<file path="config.mk">
export PLATFORM = sky130hd
export DESIGN_NAME = mem_stage
export DESIGN_NICKNAME = d
export VERILOG_FILES = /design/src/rtl/mem_stage.sv
export SDC_FILE = /design/constraint.sdc
export NUM_CORES = 2
export LEC_CHECK = 0
export BUFFER_PORTS_ARGS = -buffer_cell sky130_fd_sc_hd__buf_2
export CELL_PAD_IN_SITES_DETAIL_PLACEMENT = 0
export CELL_PAD_IN_SITES_GLOBAL_PLACEMENT = 1
export CORE_AREA = 3 3 470 588
export CTS_BUF_LIST = sky130_fd_sc_hd__clkbuf_4 sky130_fd_sc_hd__clkbuf_8
export DETAILED_ROUTE_END_ITERATION = 6
export DIE_AREA = 0 0 473 591
export GPL_ROUTABILITY_DRIVEN = 0
export PLACE_DENSITY_LB_ADDON = 0.1
export SYNTH_ARGS = -nofsm -noshare
export SYNTH_HDL_FRONTEND = slang
export SYNTH_SLANG_ARGS = --single-unit
</file>
<file path="constraint.sdc">
create_clock -name clk -period 3.3 [get_ports clk]
set_clock_uncertainty 0.1 [all_clocks]
set_input_delay 0.99 -clock clk [delete_from_list [all_inputs] [get_ports clk]]
set_output_delay 0.99 -clock clk [all_outputs]
set_load 0.02 [all_outputs]
</file>
<file path="src/rtl/mem_stage.sv">
`default_nettype none
// +----------------------------------------------------------------------------+
// | mem_stage : pipeline memory stage with fixed-latency data-memory access    |
// |             controller that stalls the pipeline through readyOut.          |
// | Revision  : 1.0                                                            |
// +----------------------------------------------------------------------------+
module mem_stage #(
  parameter int          DEPTH_WORDS = 64,
  parameter int          WAIT_CYCLES = 3,
  parameter logic [31:0] ADDR_BASE   = 32'd1024
) (
  input  logic        clk,
  input  logic        rst,
  input  logic        WB_ENIn,
  input  logic        MEM_R_ENIn,
  input  logic        MEM_W_ENIn,
  input  logic [31:0] ALU_ResIn,
  input  logic [31:0] Val_RmIn,
  input  logic [3:0]  DestIn,
  output logic        WB_ENOut,
  output logic        MEM_R_ENOut,
  output logic [31:0] ALU_ResOut,
  output logic [31:0] MemDataOut,
  output logic [3:0]  DestOut,
  output logic        readyOut
);

  localparam int         AW         = (DEPTH_WORDS > 1) ? $clog2(DEPTH_WORDS) : 1;
  localparam logic [3:0] C_CNT_INIT = 4'(WAIT_CYCLES - 1);

  typedef enum logic [1:0] {
    S_IDLE = 2'd0,
    S_BUSY = 2'd1,
    S_DONE = 2'd2
  } state_t;

  state_t         state_q, state_d;
  logic [3:0]     cnt_q, cnt_d;
  logic [AW-1:0]  idx_q, idx_d;
  logic [31:0]    wdata_q, wdata_d;
  logic           store_q, store_d;
  logic [31:0]    mem_data_q, mem_data_d;
  logic [31:0]    mem_q [DEPTH_WORDS];

  logic           w_req;
  logic [AW-1:0]  w_idx;
  logic           w_ready;
  logic           w_mem_we;

  assign w_req = MEM_R_ENIn | MEM_W_ENIn;
  // Modular wrap falls out of keeping only the low index bits of the word offset.
  assign w_idx = AW'((ALU_ResIn - ADDR_BASE) >> 2);

  always_comb begin
    state_d    = state_q;
    cnt_d      = cnt_q;
    idx_d      = idx_q;
    wdata_d    = wdata_q;
    store_d    = store_q;
    mem_data_d = mem_data_q;
    w_ready    = 1'b1;
    w_mem_we   = 1'b0;
    case (state_q)
      S_IDLE: begin
        if (w_req) begin
          w_ready = 1'b0;
          state_d = S_BUSY;
          cnt_d   = C_CNT_INIT;
          idx_d   = w_idx;
          wdata_d = Val_RmIn;
          store_d = MEM_W_ENIn;
        end
      end
      S_BUSY: begin
        w_ready = 1'b0;
        if (cnt_q != 4'd0) begin
          cnt_d = cnt_q - 4'd1;
        end else begin
          state_d = S_DONE;
          if (store_q) w_mem_we = 1'b1;
          else         mem_data_d = mem_q[idx_q];
        end
      end
      // Request inputs are still those of the finishing instruction here.
      S_DONE:  state_d = S_IDLE;
      default: state_d = S_IDLE;
    endcase
  end

  always_ff @(posedge clk or negedge rst) begin
    if (!rst) begin
      state_q    <= S_IDLE;
      cnt_q      <= 4'd0;
      idx_q      <= '0;
      wdata_q    <= 32'd0;
      store_q    <= 1'b0;
      mem_data_q <= 32'd0;
    end else begin
      state_q    <= state_d;
      cnt_q      <= cnt_d;
      idx_q      <= idx_d;
      wdata_q    <= wdata_d;
      store_q    <= store_d;
      mem_data_q <= mem_data_d;
    end
  end

  // Array deliberately has no reset; a reset forces IDLE first, so an aborted store never writes.
  always_ff @(posedge clk) begin
    if (w_mem_we) mem_q[idx_q] <= wdata_q;
  end

  assign readyOut    = w_ready;
  assign WB_ENOut    = WB_ENIn & w_ready;
  assign MEM_R_ENOut = MEM_R_ENIn & w_ready;
  assign ALU_ResOut  = ALU_ResIn;
  assign DestOut     = DestIn;
  assign MemDataOut  = mem_data_q;

endmodule
`default_nettype wire
</file>
======== Yosys cells after proc, flatten, opt, wreduce, memory -nomap -nowiden ========
Memories as Yosys holds them, arrays and structs flattened. A register that Yosys moved wholly into a read port is not among the register bits.
Index checks and enable logic that the tools add are counted.
word-level totals
  register bits after elaboration ......... 45
  bits in writable memories ............... 2048
  input bits .............................. 73
  output and inout port bits .............. 71
  logic and storage cells ................. 38
  memories ................................ 1
operators by class
  $add $sub $neg .......................... 2
  eq/ne operators ......................... 4
  multiplexer cells ....................... 13
  bitwise logic cells ..................... 5
  reductions and logical operators ........ 8
memories
  name   depth  width  rd ports  clocked after Yosys merged registers in  write ports  RTL line  source
  mem_q  64     32     1         1                                        1            43        logic [31:0] mem_q [DEPTH_WORDS];
operator list
  operator               count
  $mux W4                2
  $pmux W4 S2            1
  $sub A8 B1 Y8 const B  1
  $mux W1                6
  $ne A2 B2 Y1 const B   3
  $reduce_and A3 Y1      2
  $mux W2                2
  $pmux W2 S2            1
  $reduce_and A2 Y1      2
  $reduce_bool A4 Y1     1
  $sub A4 B1 Y4 const B  1
  $and A1 B1 Y1          2
  $eq A2 B1 Y1 const B   1
  $logic_not A2 Y1       1
  $not A1 Y1             2
  $pmux W1 S2            1
  $reduce_bool A2 Y1     1
  $logic_not A1 Y1       1
  $or A1 B1 Y1           1

======== Depth between registers and ports, before layout ========
  depth in word-level cells ............... 5
  depth in mapped cells ................... 11
  mapped depth without buffers ............ 8

======== Worst setup path before layout ========
No wires, ideal clock.
  kind .................................... reg-to-reg
  start point ............................. reg idx_q[2]
  end point ............................... mem mem_q[32][0] (enable)
  setup time .............................. 421 ps
  arrival time ............................ 2990 ps
  required time ........................... 2779 ps
  setup slack ............................. -211 ps
  stages on the path, launching flop included .. 9
  path buffers ............................ 4
  clock period less this slack ............ 3511 ps
  path through ............................ dfrtp_1 -> buf_4 -> buf_6 -> inv_2 -> buf_2 -> buf_1 -> and3_1 -> nand2_1 -> nor2_1
RTL lines
  element                 RTL line  source
  start, declared         39        logic [AW-1:0] idx_q, idx_d;
  start signal, assigned  101       idx_q <= idx_d;
  end, declared           43
No word-level cell before the write port.

==> impl_metrics.ini <==
[clock_network]
cts.path.max_buffers = 4
insertion_delay_ps = 990
cts_tree = yes
numCtsBuffers = 359
htreeDepth = 5
clkTransAtPathRegs_ps = 70
cts_root_buf = clkbuf_8
clock-sinks = 2125

[sta]
drv_slew = 0
period_needed_ps = 3210
slew_headroom_pct = 13.6
period_share_pct = 97.2
worstMarginPinSlew_ps = 1300
max_freq_mhz = 312
hold_viol = 0
rsz0062_at_grt = no
holdWs_ps = 113
setup_violations = 0

[detailed_routing]
drc = 0
routed_wl_mm = 295
first_pass_iters = 5
wl_per_cell_um = 33.7
first_iter_violations = 4131
antenna_left = 0
num_vias = 45100
vias_per_cell = 5.16

[synth]
synth_cell_types = 58
yosys.area_share.simple_pct = 2.62
ys.warnings.count = 0
yosys.area_share.xor_xnor_pct = 0.0216
synth-edff-count = 2048
synth_top_family_by_area = multiplexers
yosysSeqAreaShare_pct = 78.1
synth_compound_area_share_pct = 7.19
ys_ff_latch = 2125
synth_area_per_cell_um2 = 19.1
synth_top_area_share_pct = 75.7
yosys-mux-area-fraction_pct = 9.86
synthCells = 4258
async_reset_ff_share_pct = 3.62
synth.most_common_cell = edfxtp_1
synth_top_flop_cell = edfxtp_1
yosysTopAreaCell = edfxtp_1
ys_top_cells_by_count = 2048 x edfxtp_1, 290 x a221oi_1, 276 x mux2i_1, 216 x nor2_1, 211 x mux4_2
synthTopCellsByArea = edfxtp_1 76%, mux4_2 5.9%, mux2i_1 3.4%
synth_fa_ha_area_share_pct = 0.0308
synth_fp_nets = 4333
netlist_area_mm2 = 0.0812

[final_layout]
fillerInstances = 25600
final_net_count = 4976
seq_area_mm2 = 0.0635
areaGrowthSynthToFinish_pct = 20.3
multi_input_area_mm2 = 0.0166
drive_above_1_share_pct = 29.7

[floorplan]
core-area_mm2 = 0.272
die_h_um = 591
fp.dieW_um = 473
start_util_pct = 29.9
dieArea_mm2 = 0.280
io_pins = 144
rows = 214

[setup_path]
crit_fanout = 41
slowest_delay_ps = 600
reg2reg_depth = 9
cp_cell_sequence = buf_4 -> buf_12 -> mux2_2 -> a221oi_1 -> a21oi_1 -> o21ai_0 -> nand4_1 -> buf_4 -> o22a_1
cp.depth = 9
end_kind = flip-flop
cp-start-kind = flip-flop
path_class = flip-flop to flip-flop
cpMostUsedCell = buf_4
required_ps = 4080
arrival_ps = 3990
cp_slowest_cell = dfrtp_4
critPathTopFamily = compound AO/OA/AOI/OAI gates
cp_num_buf_inv = 3

[global_route]
grt_first_pass_wirelength_mm = 402
grt_usage_pct = 20.8
gr-total-overflow = 0
antenna_found_initial = 28
grt_max_degree = 66
grt_pass1_vias = 46500

[power_and_ir_drop]
power.density_mw_per_mm2 = 904
vdd_ir_drop_max_v = 0.000565
p_total_uw = 88400
p_leak_uw = 0.0317

[job]
drv_cap = 0

[place]
hpwl_mm = 185
port_buffers = 83

[min_path]
hp-class = primary input to flip-flop
min_path_cells = 3

[run_status]
status = finished, final reports clean
## logic make-up (layout without fill, tap and decap cells)
group,count (synthesis),in the layout
AND/OR/NAND/NOR,506,506
adder cells (fa/ha/maj),2,2
buffers and inverters,319,1234
XOR/XNOR,2,2
AO/OA/AOI/OAI,773,773
flip-flops,2125,2125
multiplexers,531,531
other,0,9
## where the power goes
group	total [uW]	switching, uW	internal (uW)
clock network	23000	10800	12300
registers	36900	2980	33900
logic	28500	18300	10100
## metrics by stage
step	util (%)	instances	worst slack (ps)	TNS (ps)	area (um^2)
final	36.0	8746	91.5	0	97700
after detailed placement	33.4	8095	-180	-432	90700
after floorplan	-	4258	-211	-335100	81200
after CTS	36.0	8737	17.6	0	97700
after global routing	36.0	8740	8.18	0	97700
after global placement	33.4	8095	-213	-533	90700
## metal layers
| metal | part of all wire, % | up-vias | track usage [%] |
|---|---|---|---|
| li1 | - | 19000 | - |
| met4 | 1.7 | 4 | 4.15 |
| met5 | 0.0061 | - | 0 |
| met1 | 43 | 24500 | 27.9 |
| met2 | 50 | 1339 | 35.9 |
| met3 | 4.9 | 353 | 2.97 |
## final cells by class
cell class | instances | area share [%]
antenna | 9 | 0.0231
multi-input combinational | 1814 | 17.0
inverter | 6 | 0.0359
clock inverter | 118 | 0.608
tap | 3564 | 4.56
timing repair buffer | 595 | 6.37
clock buffer | 515 | 6.39
sequential | 2125 | 65.0
## final timing paths
kind	from	endpoint	slack (ps)
worst min-delay path	Val_RmIn[7]	wdata_q[7]	110
max in group asynchronous	rst	idx_q[0]	2020
worst max-delay path	idx_q[1]	MemDataOut[8]	90
worst min register to register	wdata_q[13]	wdata_q[13]	390
min in group asynchronous	rst	wdata_q[7]	430
worst max register to register	idx_q[1]	MemDataOut[8]	90
## sequential cells by signal, summed over array words and instances, names as in the netlist
name        cells
wdata_q        32
cnt_q           4
state_q         2
mem_q        2048
MemDataOut     32
store_q         1
idx_q           6
## worst reg2reg max path, cell delays in order, from the launching register on
cell and delay, ps:
dfrtp_4 600, buf_4 260, buf_12 270, mux2_2 510
a221oi_1 260, a21oi_1 100, o21ai_0 490, nand4_1 160
buf_4 200, o22a_1 150
## what timing repair did
action | CTS | global route
endpoints found under the setup margin | 21 | 13
setup buffers | 0 | 0
hold buffers | 9 | 0
gates resized for setup | 7 | 4
hold endpoints to repair | 58 | 0
## cells in the final DEF, fill, tap and decap left out, drive strengths merged, types with 96 or more instances in the layout
cell	count
edfxtp	2048
buf	586
clkbuf	515
a221oi	293
mux2i	276
nor2	217
mux4	211
nand2	191
o21ai	113
clkinv	103
a22oi	96
Power figures use the tool's default switching activity.
